===== src/rtl/fetch_stage.sv =====
// fetch_stage -- instruction-fetch stage sitting directly upstream of the instruction ROM.
//
// Owns the PC and drives it straight out as the ROM read address. The ROM returns its word
// combinationally, and that word is captured together with its PC into a 2-entry skid queue.
// The head of the queue drives decode over a valid/ready handshake. Redirects from later
// stages flush the queue and load a new PC. A misaligned redirect target latches a sticky
// fault, which halts fetch until reset.
//
// Ports
//   clk             clock; all state updates on posedge
//   reset_n         synchronous active-low reset
//   rom_address     byte address to the ROM (always equals the PC register)
//   rom_data        32-bit word returned combinationally by the ROM for rom_address
//   out_valid       queue head holds a fetched instruction
//   out_ready       decode accepts the head this cycle
//   out_pc          PC of the head instruction
//   out_instr       instruction word at the head
//   redirect_valid  later stage requests a PC change (overrides pop and fetch)
//   redirect_pc     new PC target
//   fault           sticky: a misaligned redirect was received and fetch is halted
module fetch_stage #(
  parameter int                ADDR_W   = 16,
  parameter logic [ADDR_W-1:0] RESET_PC = '0
) (
  input  logic              clk,
  input  logic              reset_n,
  output logic [ADDR_W-1:0] rom_address,
  input  logic [31:0]       rom_data,
  output logic              out_valid,
  input  logic              out_ready,
  output logic [ADDR_W-1:0] out_pc,
  output logic [31:0]       out_instr,
  input  logic              redirect_valid,
  input  logic [ADDR_W-1:0] redirect_pc,
  output logic              fault
);

  typedef struct packed {
    logic [ADDR_W-1:0] pc;
    logic [31:0]       instr;
  } ent_t;

  // The queue is kept as a shift structure with entry 0 always the head, so out_* come
  // straight from flops and stay stable for as long as the head is not popped.
  ent_t [1:0]        ent_q, ent_d;
  logic [1:0]        cnt_q, cnt_d;
  logic [ADDR_W-1:0] pc_q, pc_d;
  logic              fault_q, fault_d;

  logic redir_take;
  logic redir_bad;
  logic pop;
  logic fetch;
  ent_t new_ent;

  // Once faulted, a redirect is ignored entirely. Only reset leaves the fault state.
  assign redir_take = redirect_valid & ~fault_q;
  assign redir_bad  = redirect_pc[1:0] != 2'b00;

  // A handshake that coincides with a redirect is void, so it does not count as a pop.
  assign pop   = (cnt_q != 2'd0) & out_ready & ~redirect_valid;
  assign fetch = ~fault_q & ~redirect_valid & ((cnt_q != 2'd2) | pop);

  // rom_data is only ever written into state behind fetch, so the ROM word is don't-care
  // in every other cycle.
  assign new_ent = '{pc: pc_q, instr: rom_data};

  always_comb begin
    pc_d    = pc_q;
    ent_d   = ent_q;
    cnt_d   = cnt_q;
    fault_d = fault_q;
    if (redir_take) begin
      cnt_d = 2'd0;
      if (redir_bad) fault_d = 1'b1;
      else           pc_d    = redirect_pc;
    end else begin
      // The PC wraps naturally at 2**ADDR_W.
      if (fetch) pc_d = pc_q + ADDR_W'(4);
      unique case ({fetch, pop})
        2'b10: begin
          // Without a pop the queue has a free slot, and that slot sits at index count.
          ent_d[cnt_q[0]] = new_ent;
          cnt_d           = cnt_q + 2'd1;
        end
        2'b01: begin
          ent_d[0] = ent_q[1];
          cnt_d    = cnt_q - 2'd1;
        end
        2'b11: begin
          // Push and pop together: the count is unchanged and no bubble is inserted.
          if (cnt_q == 2'd2) begin
            ent_d[0] = ent_q[1];
            ent_d[1] = new_ent;
          end else begin
            ent_d[0] = new_ent;
          end
        end
        default: ;
      endcase
    end
  end

  always_ff @(posedge clk) begin
    if (!reset_n) begin
      pc_q    <= RESET_PC;
      cnt_q   <= 2'd0;
      fault_q <= 1'b0;
    end else begin
      pc_q    <= pc_d;
      cnt_q   <= cnt_d;
      fault_q <= fault_d;
    end
  end

  // Payload storage needs no reset; it is qualified by cnt_q everywhere it matters.
  always_ff @(posedge clk) begin
    ent_q <= ent_d;
  end

  assign rom_address = pc_q;
  assign out_valid   = cnt_q != 2'd0;
  assign out_pc      = ent_q[0].pc;
  assign out_instr   = ent_q[0].instr;
  assign fault       = fault_q;

endmodule

===== config.mk =====
export PLATFORM = sky130hd
export DESIGN_NAME = fetch_stage
export DESIGN_NICKNAME = d
export VERILOG_FILES = /design/src/rtl/fetch_stage.sv
export SDC_FILE = /design/constraint.sdc
export NUM_CORES = 1
export LEC_CHECK = 0
export CAP_MARGIN = 20
export CORE_MARGIN = 2
export CORE_UTILIZATION = 51
export DETAILED_ROUTE_END_ITERATION = 16
export PLACE_DENSITY = 0.8
export SYNTH_ARGS = -nofsm -noshare
export SYNTH_HDL_FRONTEND = slang
export SYNTH_SLANG_ARGS = --single-unit

===== constraint.sdc =====
create_clock -name clk -period 7.7 [get_ports clk]
set_clock_uncertainty 0.2 [all_clocks]
set_input_delay 1.54 -clock clk [delete_from_list [all_inputs] [get_ports clk]]
set_output_delay 1.54 -clock clk [all_outputs]
set_load 0.02 [all_outputs]

==> impl_results.md <==
- Finished Layout Cells: 638
- Clk buf depth: 2
- Sum Neg Setup Slack: 0 ps
- Worst hold path class: reg -> reg
- Setup bufs post-CTS: 0
- Data arrival time of the worst path: 3910 ps
- Vias post-DR: around 3500
- Total count of hold-check failures in the final report: 0
- Dominant register cell in the synthesized netlist: sky130_fd_sc_hd__edfxtp_1
- Worst vdd ir: ~170 uV
- Final Cycle Share: between 40% and 50%
- Total track usage: about a fifth
- Fraction of the yosys area taken by sequential cells: approximately three fifths
- Diodes inserted: 0
- CP max FO: 48
- Wire length of the first global-routing pass: 16690 um
- DPL Wire Length: approximately 6800 um
- Die boundary width: approximately 110 um
- Outcome: finished clean
- Number of H-tree branching levels: 4
- Leakage dissipation: between 2 and 2.5 nW
- Uppermost layer routed: met4
- Core Rows: 37
- M1 wire length: around 4700 um
- Netlist cell types: 56
- Vias in the first global route: 3310
- Syn avg cell area: about 13 um^2
- Net count, final: 542
- Nets in the synthesized netlist: approximately 480
- Max frequency: 0.2662 GHz
- Initial detailed-routing violation count: between 200 and 250
- Worst setup SP type: primary input
- Setup repair after global routing missed its margin: false
- Power per unit of standard cell area: between 200 and 250 nW/um^2
- DR DRC count: 0
- GRT Residual Overflow: 0
- Seq cells post-synth: 115
- Routability congestion estimate: 0.8459
- I/O pin cnt: 118
- Number of clock sinks: between 100 and 150
- Max-capacitance violation count: 0
- Max-slew violation count: 0
- CP Data Required Time: ~7900 ps
- Aggregate routed wire length: ~11000 um
- FFs w/ async S/R, synth: 0%
- Count of antenna-violating nets left after detailed routing: 0
- Cts bufs inserted: 17
- Category of the worst setup path capture point: flip-flop
- Die Height: ~110 um
- EDFF count, synth: 96
- Number of filler cells placed in the layout: 762
- Synthesized netlist cell count: about 430
- Core region area: approximately 10000 um^2
- Worst Tran Pin Value: approximately 1000 ps
- Hold-fix buffers at CTS: 0
- Area Growth Syn to Fin: 26.43%
- Post-placement cell count: 605
- Yosys synthesis warning count: 0
- Max-Slew Margin vs Limit: 30.55%
- Amount of wire on met3 after detailed routing: approximately 700 um
- # port buffers: ~120
- Root buffer cell: sky130_fd_sc_hd__clkbuf_8
- Clock slew at reported path FFs: 50 ps
- Routed via count divided by cell count: around 5.6
- Mapped cell area: ~5400 um^2
- Pin count of the biggest net entering global routing: just under 50
- Type of the worst setup path: in -> reg
- Worst skew pair latency: ~500 ps
- Shortest clock period the worst path allows after layout: about 3800 ps
- Final-report setup violation count: 0
- Routed wirelength normalized by instance count: between 15 and 20 um
- Fraction of layout instances using a drive strength above 1: between 9 and 10%
- Clock tree from TritonCTS: built
- Cts repair resizes: 0
- Starting utilization of the core area: a little over half
- Length of the first detailed-routing pass in iterations: 4
- Area of the die: about 11000 um^2
- Met2 WL: between 5000 and 6000 um
- Initial antenna violation count: 0
## metrics by stage
step	power (W)	hold WS, ps	utilization (%)	setup WS, ps	area (um^2)
final	0.001654	312.8	66.26	3943	6810
after CTS	0.001666	308.7	66.07	3946	6790
after detailed placement	0.0009568	298.7	60.80	3429	6248
after global routing	0.001707	322.2	66.26	3820	6810
after floorplan	0.0008870	318.1	-	1640	5386
after global placement	0.0009512	294.2	60.80	3542	6248
## area by class of cell
cell class | instances | area, um^2 | share of cell area, %
Clock buffer | 21 | 429.2 | 6.302
Clock inverter | 11 | 112.6 | 1.654
Inverter | 5 | 18.77 | 0.2756
Multi-Input combinational cell | 228 | 1595 | 23.42
Sequential cell | 115 | 3263 | 47.91
Tap cell | 136 | 170.2 | 2.499
Timing Repair Buffer | 122 | 1221 | 17.93
## synthesized netlist by cell type (2+ instances only)
master                      n  area (um^2)
sky130_fd_sc_hd__and2_1     6        37.54
sky130_fd_sc_hd__nand3_1    8        40.04
sky130_fd_sc_hd__o21ai_1    7        35.03
sky130_fd_sc_hd__nor2_1    13        48.80
sky130_fd_sc_hd__a31oi_1    4        25.02
sky130_fd_sc_hd__inv_1      5        18.77
sky130_fd_sc_hd__nor3b_1    2        15.01
sky130_fd_sc_hd__nor4_1     6        37.54
sky130_fd_sc_hd__o311a_1    2        20.02
sky130_fd_sc_hd__nor3_1     6        30.03
sky130_fd_sc_hd__buf_4     55        412.9
sky130_fd_sc_hd__nand2_1   13        48.80
sky130_fd_sc_hd__dfxtp_1   19        380.4
sky130_fd_sc_hd__o31a_1     2        17.52
sky130_fd_sc_hd__mux2i_1    2        20.02
sky130_fd_sc_hd__clkbuf_1   5        18.77
sky130_fd_sc_hd__o21a_1     2        15.01
sky130_fd_sc_hd__o21ai_0   10        50.05
sky130_fd_sc_hd__buf_6      4        45.04
sky130_fd_sc_hd__nor2b_1   49        306.5
sky130_fd_sc_hd__nand4_1    2        12.51
sky130_fd_sc_hd__a21oi_1   14        70.07
sky130_fd_sc_hd__a22o_1    49        429.2
sky130_fd_sc_hd__o22ai_1    3        18.77
sky130_fd_sc_hd__buf_2     12        60.06
sky130_fd_sc_hd__edfxtp_1  96         2883
## power by group
part           total, W  switching (W)  internal (W)
Sequential     0.000735      0.0000220      0.000713
Combinational  0.000210       0.000109      0.000101
Clock          0.000709       0.000254      0.000455
Total           0.00165       0.000385       0.00127
## metal layers
metal	vias to the layer above	GRT usage, %
met2	166	29.89
met5	-	0
met3	24	4.377
met1	1680	24.54
met4	0	10.48
li1	1675	-
## worst max-delay path: stages
cell and delay, ps:
sky130_fd_sc_hd__clkdlybuf4s50_1 700, sky130_fd_sc_hd__nand2b_2 390, sky130_fd_sc_hd__o21ai_1 150, sky130_fd_sc_hd__o31a_2 860
sky130_fd_sc_hd__a22o_1 260
## cells in the final DEF (no fill, tap or decap), types with 2 or more instances in the layout
cell type | synthesis | final
sky130_fd_sc_hd__clkbuf_16 | 0 | 16
sky130_fd_sc_hd__nor3_1 | 6 | 5
sky130_fd_sc_hd__edfxtp_1 | 96 | 96
sky130_fd_sc_hd__o21ai_0 | 10 | 10
sky130_fd_sc_hd__clkinv_2 | 0 | 5
sky130_fd_sc_hd__and2_1 | 6 | 6
sky130_fd_sc_hd__clkbuf_1 | 5 | 4
sky130_fd_sc_hd__nand4_1 | 2 | 2
sky130_fd_sc_hd__inv_1 | 5 | 5
sky130_fd_sc_hd__o21a_1 | 2 | 2
sky130_fd_sc_hd__bufinv_16 | 0 | 2
sky130_fd_sc_hd__nor2b_1 | 49 | 49
sky130_fd_sc_hd__nor2_4 | 0 | 2
sky130_fd_sc_hd__nand3_1 | 8 | 8
sky130_fd_sc_hd__clkinvlp_4 | 0 | 2
sky130_fd_sc_hd__a31oi_1 | 4 | 3
sky130_fd_sc_hd__mux2i_1 | 2 | 2
sky130_fd_sc_hd__nor4_1 | 6 | 6
sky130_fd_sc_hd__buf_4 | 55 | 4
sky130_fd_sc_hd__o22ai_1 | 3 | 3
sky130_fd_sc_hd__o311a_1 | 2 | 2
sky130_fd_sc_hd__nand2_1 | 13 | 13
sky130_fd_sc_hd__clkdlybuf4s50_1 | 0 | 117
sky130_fd_sc_hd__a21oi_1 | 14 | 14
sky130_fd_sc_hd__nor2_1 | 13 | 11
sky130_fd_sc_hd__dfxtp_1 | 19 | 19
sky130_fd_sc_hd__o21ai_1 | 7 | 7
sky130_fd_sc_hd__a22o_1 | 49 | 49
sky130_fd_sc_hd__nor3b_1 | 2 | 2
## cell families after synthesis
| logic type | after synthesis | share of synthesized area (%) |
|---|---|---|
| AND/OR/NAND/NOR | 120 | 13.45 |
| flip-flops | 115 | 60.58 |
| adder cells (fa/ha/maj) | 1 | 0.2323 |
| multiplexers | 3 | 0.5807 |
| buffers and inverters | 83 | 10.48 |
| AO/OA/AOI/OAI | 104 | 14.68 |
## flip-flops by register name (all words and copies together), names as in the netlist
register / cells
fault: 1
ent_q: 48
out_pc: 16
rom_address: 16
cnt_q: 2
out_instr: 32
## final timing paths
kind                                startpoint  cells past startpoint             end  slack (ps)
worst max-delay path            redirect_valid                      5    out_instr[8]        3940
worst max register to register        cnt_q[0]                      3       ent_q[85]        5360
worst min register to register  rom_address[1]                      1  rom_address[1]         310
worst min-delay path            rom_address[1]                      1  rom_address[1]         310
(Power assumes the default switching activity.)
==> variant 1, RTL diff (same flow settings) <==
Put one more register stage on the output `fault`, without a reset. The value now appears one clock later. The other outputs are not delayed to match.
--- a/src/rtl/fetch_stage.sv
+++ b/src/rtl/fetch_stage.sv
@@ -122,6 +122,8 @@
   assign out_valid   = cnt_q != 2'd0;
   assign out_pc      = ent_q[0].pc;
   assign out_instr   = ent_q[0].instr;
-  assign fault       = fault_q;
+  always_ff @(posedge clk) begin
+    fault <= fault_q;
+  end
 
 endmodule
Function: changed (Yosys sat finds a counterexample within 4 cycles, from zero or initial values and one cycle with reset_n low).
==> variant 1 against the unedited design <==
Sequential cell count is 1 higher. Routed wire length rose by 0.86%. Setup slack gained 0.012 ns. Die area grew 0.36%. Non-clock buffer count did not move. Hold slack got worse by 0.029 ns. Sequential power up 0.8%. Synthesized area rose by 0.37%. Utilization hardly changed. Register-to-register slack about the same. Power increased by 0.37%. Count of clock-buffer cells in the layout fell by 4. Final area up 0.51%. Clock power barely moved. Critical endpoint is now out_valid. Largest power group unchanged. Highest routed layer unchanged.
==> variant 1: results (changes against the unedited design) <==
| Metric | Value |
|---|---|
| Initial antenna violation count | `0 (unchanged)` |
| Largest reg by FF count | `ent_q (unchanged)` |
| Static Leak | `2.41 nW (about the same)` |
| ANT cells | `0 (unchanged)` |
| Syn avg cell area | `12.7 um^2 (was 12.6 um^2)` |
| DP Worst Slack | `3.47 ns (was 3.43 ns)` |
| # resized after CTS | `0 (unchanged)` |
| EDFF count, synth | `96 (unchanged)` |
| Tot GR Track Use | `0.200 (was 0.191)` |
| # fillers | `733 (was 762)` |
| Clock root buffer master | `clkbuf_8 (unchanged)` |
| First-pass GRT wire length | `17600 um (was 16700 um)` |
| Per-cell routed wire length | `17.1 um (was 16.9 um)` |
| Routed via count | `3610 (was 3545)` |
| DR iter-0 viols | `250 (was 207)` |
| Layout cells sized above 1 | `0.107 (was 0.0996)` |
| Worst-margin pin slew | `0.991 ns (was 1.04 ns)` |
| Worst VDD drop | `0.113 mV (was 0.167 mV)` |
| Drt total wl | `10900 um (was 10800 um)` |
| Post-synth ARST share | `0 (unchanged)` |
| Critical path arrival | `2.01 ns (was 3.91 ns)` |
| Routed Antenna Nets | `0 (unchanged)` |
| Number of flip-flops in the largest register | `48 (unchanged)` |
| Post-synthesis sequential area ratio | `0.607 (was 0.606)` |
| Status | `finished clean (unchanged)` |
| Synth top cells by count | `edfxtp_1 (96), buf_4 (55), a22o_1 (49), nor2b_1 (49), dfxtp_1 (20) (was edfxtp_1 (96), buf_4 (55), a22o_1 (49), nor2b_1 (49), dfxtp_1 (19))` |
| Vias in the first global route | `3537 (was 3310)` |
| Synthesized Nets | `480 (was 479)` |
| Post-CTS Setup Repair Bufs | `0 (unchanged)` |
| Largest net degree at the start of global routing | `49 (unchanged)` |
| Hold crit path type | `reg -> reg (unchanged)` |
| Final Wtd Congestion | `0.891 (was 0.846)` |
| CP max FO | `13 (was 48)` |
| Num CTS Buffers | `17 (unchanged)` |
| Post-Route Utilization | `0.663 (about the same)` |
| # placed instances | `606 (was 605)` |
| Nets@finish | `543 (was 542)` |
| Post-synth cell types | `56 (unchanged)` |
| Top post-synthesis cells by area | `edfxtp_1 (53%), a22o_1 (7.9%), buf_4 (7.6%) (was edfxtp_1 (54%), a22o_1 (8.0%), buf_4 (7.7%))` |
| YS warnings | `0 (unchanged)` |
| Placed instance area | `6270 um^2 (was 6250 um^2)` |
| HPWL Detailed | `6790 um (was 6810 um)` |
| Max clock buf depth | `2 (unchanged)` |
variant 1: path summary, 6_finish.rpt:
path	slack [ns]	depth (start not counted)	startpoint	to
worst max-delay path	3.95	2	cnt_q[0]	out_valid
worst min-delay path	0.28	1	rom_address[1]	rom_address[1]
worst max register to register	5.37	3	cnt_q[0]	ent_q[60]
worst min register to register	0.28	1	rom_address[1]	rom_address[1]
variant 1: worst max-delay path: stages (launching register included):
cell,delay (ns)
dfxtp_1,0.67
or2_2,0.23
clkdlybuf4s50_1,0.60
variant 1: kinds of logic (layout without fill, tap and decap cells):
| kind of cell | count (synthesis) | count (layout) | share of synthesized area |
|---|---|---|---|
| multiplexers | 3 | 3 | 0.00579 |
| AND/OR/NAND/NOR | 120 | 120 | 0.134 |
| adder cells (fa/ha/maj) | 1 | 1 | 0.00231 |
| buffers and inverters | 83 | 159 | 0.104 |
| flip-flops | 116 | 116 | 0.607 |
| AO/OA/AOI/OAI | 104 | 104 | 0.146 |
variant 1: routing by layer:
metal / track usage / vias to the layer above / share of wire
li1: - / 1683 / -
met1: 0.272 / 1724 / 0.43
met2: 0.311 / 182 / 0.48
met3: 0.0578 / 21 / 0.079
met4: 0.0696 / 0 / 0.017
met5: 0 / - / 0
variant 1: layout make-up:
type                            count  area share
Sequential cell                   116       0.480
Tap cell                          136      0.0249
Multi-Input combinational cell    228       0.233
Clock buffer                       17      0.0605
Clock inverter                     15      0.0197
Inverter                            5     0.00274
Timing Repair Buffer              122       0.179
variant 1: power breakdown:
group	internal, mW	leakage [nW]	switching (mW)
combinational	0.101	1.04	0.109
sequential	0.718	1.12	0.0231
clock	0.429	0.258	0.281
==> variant 2, RTL diff (same settings) <==
Without the edit above. Change the parameter `ADDR_W` from 16 to 17.
--- a/src/rtl/fetch_stage.sv
+++ b/src/rtl/fetch_stage.sv
@@ -19,7 +19,7 @@
 //   redirect_pc     new PC target
 //   fault           sticky: a misaligned redirect was received and fetch is halted
 module fetch_stage #(
-  parameter int                ADDR_W   = 16,
+  parameter int                ADDR_W   = 17,
   parameter logic [ADDR_W-1:0] RESET_PC = '0
 ) (
   input  logic              clk,
Ports: changed (resized out_pc, redirect_pc and rom_address); port bits go from 118 to 121. No check against the original RTL was run, so the function may have changed too.
==> variant 2 against the unedited design <==
Setup slack got worse by 0.025 ns. Final area rose by 1.8%. Hold slack improved by 0.0020 ns. First-iteration DRC count rose by 13%. Clock power fell by 6.3%. Synthesized area rose by 1.5%. Utilization rose by 0.61 points. Sequential cell count rose by 3. Synthesized cell count rose by 2.3%. Combinational power rose by 5%. Power fell by 0.63%. Count of clock-buffer cells in the layout fell by 2. Routed wire length rose by 3.2%. Via count rose by 2.3%.
==> variant 2: results (changes against the unedited design) <==
| Metric | Value |
|---|---|
| Synthesized Nets | `490 (was 479)` |
| Number of flip-flops in the largest register | `49 (was 48)` |
| H-tree depth | `4 (unchanged)` |
| CP max FO | `49 (was 48)` |
| Critical R2R Capture | `ent_q[90] (was ent_q[85])` |
| Top sig layer | `met4 (unchanged)` |
| Initial antenna violation count | `0 (unchanged)` |
| Final Wtd Congestion | `0.834 (was 0.846)` |
| Nets@finish | `554 (was 542)` |
| Worst VDD drop | `0.121 mV (was 0.167 mV)` |
| Met3 wire length | `804 um (was 698 um)` |
| Post-synth ARST share | `0 (unchanged)` |
| Layout cells sized above 1 | `0.0897 (was 0.0996)` |
| GRT met3 Usage | `0.0502 (was 0.0438)` |
| Post-synthesis sequential area ratio | `0.612 (was 0.606)` |
| Tot GR Track Use | `0.199 (was 0.191)` |
| Synth top cells by count | `edfxtp_1 (98), buf_4 (50), nor2b_1 (50), a22o_1 (49), dfxtp_1 (20) (was edfxtp_1 (96), buf_4 (55), a22o_1 (49), nor2b_1 (49), dfxtp_1 (19))` |
| Clock insertion delay at the later pin of the skew report | `0.50 ns (about the same)` |
| Num CTS Buffers | `17 (unchanged)` |
| Routed via count | `3627 (was 3545)` |
| Met2 usage | `0.299 (about the same)` |
| Detailed route wirelength on metal2 | `5260 um (was 5120 um)` |
| Vias in the first global route | `3549 (was 3310)` |
| Critical path arrival | `3.94 ns (was 3.91 ns)` |
| Sequential power share | `0.462 (was 0.444)` |
| Max-Slew Margin vs Limit | `0.319 (was 0.306)` |
| Largest net degree at the start of global routing | `50 (was 49)` |
| Grt met1 use | `0.284 (was 0.245)` |
| First-pass GRT wire length | `17800 um (was 16700 um)` |
| EDFF count, synth | `98 (was 96)` |
| YS warnings | `0 (unchanged)` |
| Comb power | `0.221 mW (was 0.210 mW)` |
| HPWL Detailed | `6910 um (was 6810 um)` |
| Per-cell routed wire length | `17.2 um (was 16.9 um)` |
| DR iter-0 viols | `233 (was 207)` |
| M1 wire length | `5010 um (was 4700 um)` |
| Flop2flop setup slack | `5.43 ns (was 5.36 ns)` |
| Top post-synthesis cells by area | `edfxtp_1 (54%), a22o_1 (7.9%), dfxtp_1 (7.3%) (was edfxtp_1 (54%), a22o_1 (8.0%), buf_4 (7.7%))` |
| Setup crit end | `out_pc[8] (was out_instr[8])` |
| Switching Fraction | `0.250 (was 0.233)` |
| Status | `finished clean (unchanged)` |
| Setup TNS | `0 ns (unchanged)` |
| Worst-margin pin slew | `1.02 ns (was 1.04 ns)` |
| Static Leak | `2.38 nW (was 2.41 nW)` |
| IO buf count | `120 (was 117)` |
| # resized after CTS | `0 (unchanged)` |
## variant 2: how the worst min path moves through the flow
stage / depth (start not counted) / slack (ns) / endpoint
6_report: 1 / 0.31 / rom_address[1]
5_1_grt: 1 / 0.33 / rom_address[0]
4_1_cts: 1 / 0.32 / rom_address[0]
3_5_place_dp: 1 / 0.31 / rom_address[0]
3_3_place_gp: 1 / 0.30 / rom_address[1]
2_1_floorplan: 1 / 0.32 / out_instr[11]
## variant 2: worst max-delay path, stage by stage
cell and delay (ns):
clkdlybuf4s50_1 0.69, nand2b_1 0.37, o21ai_0 0.20, o31a_2 0.84, a22o_1 0.26
## variant 2: cell families (layout without fill, tap and decap cells)
| family | Yosys count | count (layout) | synth area share |
|---|---|---|---|
| mux | 3 | 3 | 0.00572 |
| fa+ha+maj | 1 | 1 | 0.00229 |
| buf+inv | 84 | 161 | 0.0950 |
| compound gates | 105 | 105 | 0.150 |
| simple gates | 125 | 125 | 0.135 |
| flops | 118 | 118 | 0.612 |
## variant 2: area by class of cell
cell class	count	area, um^2
timing repair buffer	126	1260
inverter	3	11.3
clock inverter	13	86.3
clock buffer	19	422
sequential	118	3340
tap	136	170
multi-input combinational	234	1640
fill	775	3430
## variant 2: metrics by stage
| stage | power [mW] | worst slack, ns | cell area (um^2) | instances | hold WS (ns) |
|---|---|---|---|---|---|
| after floorplan | 0.913 | 1.78 | 5470 | 436 | 0.318 |
| after global placement | 0.986 | 3.56 | 6410 | 616 | 0.299 |
| after detailed placement | 0.992 | 3.47 | 6410 | 616 | 0.308 |
| after CTS | 1.65 | 3.96 | 6920 | 648 | 0.316 |
| after global routing | 1.70 | 3.72 | 6940 | 649 | 0.329 |
| final | 1.64 | 3.92 | 6940 | 649 | 0.315 |
